File: src/rtl/seq_scan_pkg.sv
// Shared types and constants for the serial "010" scan controller.
package seq_scan_pkg;

    localparam int DATA_W_DEF = 16;
    localparam int CNT_W_DEF  = 5;

    typedef logic [1:0] ctrl_state_t;
    localparam ctrl_state_t IDLE  = 2'd0;
    localparam ctrl_state_t SHIFT = 2'd1;
    localparam ctrl_state_t DRAIN = 2'd2;
    localparam ctrl_state_t DONE  = 2'd3;

    typedef logic [1:0] det_state_t;
    localparam det_state_t S0 = 2'd0;
    localparam det_state_t S1 = 2'd1;
    localparam det_state_t S2 = 2'd2;
    localparam det_state_t S3 = 2'd3;

    // Wide enough for any legal CNT_W; users take the low CNT_W bits.
    localparam logic [31:0] POS_NONE = 32'hFFFF_FFFF;

endpackage

File: src/rtl/seq_scan_ctrl_if.sv
// Request/response bundle of the scan controller. first_pos exists only
// when MATCH_POS_EN is defined.
interface seq_scan_ctrl_if #(
    parameter int DATA_W = 16,
    parameter int CNT_W  = 5
);
    logic              start;
    logic [DATA_W-1:0] data;
    logic [CNT_W-1:0]  len;
    logic              busy;
    logic              done;
    logic [CNT_W-1:0]  match_cnt;
`ifdef MATCH_POS_EN
    logic [CNT_W-1:0]  first_pos;

    modport master (output start, data, len, input busy, done, match_cnt, first_pos);
    modport slave  (input start, data, len, output busy, done, match_cnt, first_pos);
`else
    modport master (output start, data, len, input busy, done, match_cnt);
    modport slave  (input start, data, len, output busy, done, match_cnt);
`endif
endinterface

File: src/rtl/bit_pattern_det.sv
// Moore detector for overlapping "010" on a serial bit stream; hit = S3.
//   state | meaning
//   S0    | nothing useful seen
//   S1    | last bit 0
//   S2    | last bits 01
//   S3    | last bits 010 (match)
module bit_pattern_det
    import seq_scan_pkg::*;
(
    input  logic clk,
    input  logic rst,
    input  logic clr,
    input  logic in,
    output logic hit
);

    det_state_t state, state_nx;

    always_comb begin
        state_nx = S0;
        case (state)
            S0: state_nx = in ? S0 : S1;
            S1: state_nx = in ? S2 : S1;
            S2: state_nx = in ? S0 : S3;
            S3: state_nx = in ? S2 : S1;
            default: state_nx = S0;
        endcase
    end

    always_ff @(posedge clk or negedge rst) begin
        if (!rst)
            state <= S0;
        else if (clr)
            state <= S0;
        else
            state <= state_nx;
    end

    assign hit = (state == S3);

endmodule

File: src/rtl/seq_scan_ctrl.sv
// Word-level scan controller around bit_pattern_det. Optional first-match
// position output is enabled with MATCH_POS_EN.
//   state | meaning
//   IDLE  | waiting for start
//   SHIFT | feeding shift_reg MSB-first into the detector
//   DRAIN | last fed bit's hit becomes visible
//   DONE  | result valid, done pulse
module seq_scan_ctrl
    import seq_scan_pkg::*;
#(
    parameter int DATA_W = DATA_W_DEF,
    parameter int CNT_W  = CNT_W_DEF
) (
    input  logic          clk,
    input  logic          rst,
    seq_scan_ctrl_if.slave bus
);

    localparam logic [CNT_W-1:0] CNT_ONES = POS_NONE[CNT_W-1:0];
    localparam logic [CNT_W-1:0] LEN_MAX  = CNT_W'(DATA_W);

    ctrl_state_t       state;
    logic [DATA_W-1:0] shift_reg;
    logic [CNT_W-1:0]  len_q;
    logic [CNT_W-1:0]  bit_idx;
    logic [CNT_W-1:0]  match_cnt_q;
    logic [CNT_W-1:0]  eff_len;
    logic              accept;
    logic              counting;
    logic              det_hit;

    assign eff_len  = (bus.len == '0 || bus.len > LEN_MAX) ? LEN_MAX : bus.len;
    assign accept   = (state == IDLE) && bus.start;
    assign counting = (state == SHIFT) || (state == DRAIN);

    bit_pattern_det u_det (
        .clk (clk),
        .rst (rst),
        .clr (accept),
        .in  (shift_reg[DATA_W-1]),
        .hit (det_hit)
    );

    always_ff @(posedge clk or negedge rst) begin
        if (!rst) begin
            state     <= IDLE;
            shift_reg <= '0;
            len_q     <= '0;
            bit_idx   <= '0;
        end else begin
            case (state)
                IDLE: begin
                    if (bus.start) begin
                        shift_reg <= bus.data;
                        len_q     <= eff_len;
                        bit_idx   <= '0;
                        state     <= SHIFT;
                    end
                end
                SHIFT: begin
                    shift_reg <= {shift_reg[DATA_W-2:0], 1'b0};
                    bit_idx   <= bit_idx + CNT_W'(1);
                    if (bit_idx == len_q - CNT_W'(1))
                        state <= DRAIN;
                end
                DRAIN:   state <= DONE;
                DONE:    state <= IDLE;
                default: state <= IDLE;
            endcase
        end
    end

    always_ff @(posedge clk or negedge rst) begin
        if (!rst)
            match_cnt_q <= '0;
        else if (accept)
            match_cnt_q <= '0;
        else if (counting && det_hit && match_cnt_q != CNT_ONES)
            match_cnt_q <= match_cnt_q + CNT_W'(1);
    end

`ifdef MATCH_POS_EN
    logic [CNT_W-1:0] first_pos_q;

    // A visible hit belongs to the bit fed one cycle earlier, i.e. bit_idx-1.
    always_ff @(posedge clk or negedge rst) begin
        if (!rst)
            first_pos_q <= CNT_ONES;
        else if (accept)
            first_pos_q <= CNT_ONES;
        else if (counting && det_hit && first_pos_q == CNT_ONES)
            first_pos_q <= bit_idx - CNT_W'(1);
    end

    assign bus.first_pos = first_pos_q;
`endif

    assign bus.busy      = (state != IDLE);
    assign bus.done      = (state == DONE);
    assign bus.match_cnt = match_cnt_q;

endmodule

File: src/flat_wrapper.sv
// flat-port wrapper written by rule: the top's interface ports become plain ports
module seq_scan_ctrl_flat import seq_scan_pkg::*;
#(
    parameter int DATA_W = DATA_W_DEF,
    parameter int CNT_W  = CNT_W_DEF
)
  (clk, rst, bus_start, bus_data, bus_len, bus_busy, bus_done, bus_match_cnt);
  seq_scan_ctrl_if #(.DATA_W(DATA_W), .CNT_W(CNT_W)) bus_i ();
  input  logic clk;
  input  logic rst;
  input wire logic [$bits(bus_i.start)-1:0] bus_start;
  input wire logic [$bits(bus_i.data)-1:0] bus_data;
  input wire logic [$bits(bus_i.len)-1:0] bus_len;
  output wire logic [$bits(bus_i.busy)-1:0] bus_busy;
  output wire logic [$bits(bus_i.done)-1:0] bus_done;
  output wire logic [$bits(bus_i.match_cnt)-1:0] bus_match_cnt;
  assign bus_i.start = bus_start;
  assign bus_i.data = bus_data;
  assign bus_i.len = bus_len;
  assign bus_busy = bus_i.busy;
  assign bus_done = bus_i.done;
  assign bus_match_cnt = bus_i.match_cnt;
  seq_scan_ctrl #(.DATA_W(DATA_W), .CNT_W(CNT_W)) u_core (.clk(clk), .rst(rst), .bus(bus_i));
endmodule
File: config.mk
export PLATFORM = sky130hd
export DESIGN_NAME = seq_scan_ctrl_flat
export DESIGN_NICKNAME = d
export VERILOG_FILES = /design/src/rtl/seq_scan_pkg.sv /design/src/rtl/seq_scan_ctrl_if.sv /design/src/rtl/bit_pattern_det.sv /design/src/rtl/seq_scan_ctrl.sv /design/src/flat_wrapper.sv
export SDC_FILE = /design/constraint.sdc
export NUM_CORES = 1
export LEC_CHECK = 0
export CELL_PAD_IN_SITES_DETAIL_PLACEMENT = 1
export CELL_PAD_IN_SITES_GLOBAL_PLACEMENT = 1
export CORE_MARGIN = 2
export CORE_UTILIZATION = 37
export DETAILED_ROUTE_END_ITERATION = 7
export MAX_ROUTING_LAYER = met4
export PLACE_DENSITY = 0.82
export SKIP_CTS_REPAIR_TIMING = 1
export SYNTH_ARGS = -nofsm -noshare
export SYNTH_HDL_FRONTEND = slang
export SYNTH_HIERARCHICAL = 1
export SYNTH_SLANG_ARGS = --single-unit
File: constraint.sdc
create_clock -name clk -period 1.77 [get_ports clk]
set_clock_uncertainty 0.1 [all_clocks]
set_input_delay 0.4425 -clock clk [delete_from_list [all_inputs] [get_ports clk]]
set_output_delay 0.4425 -clock clk [all_outputs]
set_load 0.1 [all_outputs]
==> run metrics <==
MaxCap Viol Count 0; Layout Cells excl Fill around 290; Max Freq around 0.54 GHz; register bit count reported by yosys 35; Global Route Usage Sum 18.42%; clock buffer count from CTS 5; # nets final between 200 and 300; outcome finished with violations; worst skew pair latency roughly 0.30 ns; Yosys warning count 6; Crit Path Max Fanout 2; Placer Congestion approximately 0.84; CTS tree yes; Netlist cell types 34; placed insts 267; GRT overflow 0; Placeable Area ~4700 sq um; worst slew pin tran about 0.35 ns; antenna violations before repair 0; predominant post-synthesis flop cell dfrtp_1; wire per inst roughly 17 microns; fraction of layout cells with a size suffix above 1 between 30% and 40%; DP Wirelength 3049 microns; Req. time, crit path between 1.5 and 2 ns; First DRT Iteration DRCs 61; worst vdd ir around 820 uV; Slew Limit Fails 0; row cnt 25; Cell Area, Synth approximately 1800 sq um; ANT cells 0; die area 5437 sq um; Max H-tree Level 2; Final Cycle Share 104.7%; die width ~74 microns; Fillers just over 500; Port Buf Inserts 30; Clock Pin Slew Worst Setup and Hold Paths 0.08 ns; Leak between 0.001 and 0.0015 uW; startpoint types flop; unrepaired setup endpoints after global routing yes; PnR worst setup slack -0.08336 ns; IO Count 31; die height ~74 microns; Remaining DRCs 0; Setup crit end kind flop; clock tree root buffer cell clkbuf_8; pwr dens approximately 1800 nW/um^2; Async S/R FF share, synth 100.0%; register area share after synthesis 48.68%; final WL 4854 microns; Final Critical Period around 1.9 ns; max_slew headroom about three quarters; largest net degree at the start of global routing 31; First-pass DRT Iterations 4; vias in the first global route roughly 1.5k; wire length of the first global-routing pass approximately 7000 microns; via count around 1.5k; CP Class flop to flop; worst-case clock buffer depth 2; area added between synthesis and finish 51.18%; max reg flops 16; cell count after synthesis 173; Final Setup Violations 5; post-route ant nets 0; HP Class input pin to async pin; Worst Path Arrival ~1.9 ns; failing checks negative setup slack; Final Hold Vio Count 0; Layout Utilization ~58%; Syn Nets 207; Clock Sinks 35; Avg Cell Area, Syn between 10 and 15 sq um; routed vias/inst between 5 and 6; Initial Util between 30% and 40%; Post-synth EDFFs 0; final hold slack around 0.32 ns
synthesized netlist by cell type (2+ instances only):
library cell	count	share of area, %
xor2_1	8	3.9
clkbuf_1	2	0.42
and3b_1	2	0.97
ha_1	10	7.0
nor2_1	11	2.3
xnor2_1	4	1.9
nand2_1	26	5.4
mux2i_1	18	10
nand3b_1	4	1.7
buf_2	3	0.83
o21ai_0	19	5.3
o21ai_1	2	0.56
nand4_1	3	1.0
inv_1	7	1.5
dfrtp_1	35	49
placed cells by master (no fill, tap or decap), drive strengths merged, types with 2 or more instances in the layout:
cell and instances:
nand3b 4, xor2 8, inv 6, xnor2 4, and3 2, nand4 3, buf 34, nor2 11
ha 10, nand2 26, a21oi 2, mux2i 18, dlymetal6s2s 3, dfrtp 35, o21ai 21, clkdlybuf4s50 20
clkbuf 6, clkinv 2, and3b 2
routing by layer:
metal	wire length, microns	vias up	track usage (%)
met4	125	0	9.293
met2	2563	17	30.16
li1	-	704	-
met1	2082	719	21.65
met5	0	-	-
met3	82	11	3.292
power breakdown:
group / switching (uW) / internal, uW / leakage (uW) / total, uW
sequential: 257 / 1140 / 0.000438 / 1400
clock: 315 / 419 / 0.0000581 / 734
combinational: 1420 / 1380 / 0.000733 / 2800
total: 1990 / 2950 / 0.00123 / 4940
logic make-up (layout without fill, tap and decap cells):
kind of cell	after synthesis	in the layout	share of synthesized area [%]
AOI/OAI and AO/OA	28	28	8.971
DFF	35	35	48.68
xor gates and xnor gates	12	12	5.841
and+or+nand+nor	55	55	15.37
muxes	19	19	10.85
adders and majority gates	10	10	6.954
buffers and inverters	14	73	3.338
worst paths after layout:
path | startpoint | endpoint | slack (ns) | cells after the start
worst max register to register | u_core/len_q[1] | u_core/state[1] | -0.08 | 7
min in group clk | bus_len[3] | u_core/len_q[3] | 0.36 | 3
worst min register to register | u_core/shift_reg[15] | u_core/u_det/state[0] | 0.38 | 1
worst max-delay path | u_core/len_q[1] | u_core/state[1] | -0.08 | 7
max in group asynchronous | rst | u_core/state[0] | 0.77 | 2
worst min-delay path | rst | u_core/bus.match_cnt[0] | 0.32 | 1
critical path, cell delays in order (launching register included):
cell and delay (ns):
dfrtp_1 0.40, inv_2 0.07, ha_4 0.27, xor2_2 0.12, o211ai_1 0.10, o21ai_1 0.16
and3_4 0.22, mux2_4 0.29
area by class of cell:
type	count	area, sq um	area share (%)
well taps	54	67.56	2.484
multi-input cells	124	974.7	35.83
inverters	7	30.03	1.104
clock buffers	5	68.82	2.530
repair buffers	58	646.9	23.78
flip-flops and latches	35	888.4	32.66
clock inverters	3	43.79	1.610
stage by stage:
| stage | setup TNS, ns | area, sq um | total power (uW) | setup slack (ns) |
|---|---|---|---|---|
| 6_report | -0.2231 | 2720 | 4939 | -0.08336 |
| 5_1_grt | -0.7152 | 2720 | 5268 | -0.1372 |
| 4_1_cts | -0.7725 | 2550 | 4563 | -0.1227 |
| 3_5_place_dp | -2.400 | 2437 | 3805 | -0.3895 |
| 3_3_place_gp | -1.704 | 2437 | 3695 | -0.3307 |
| 2_1_floorplan | -3.187 | 1901 | 3025 | -0.2551 |
(Power assumes the default switching activity.)
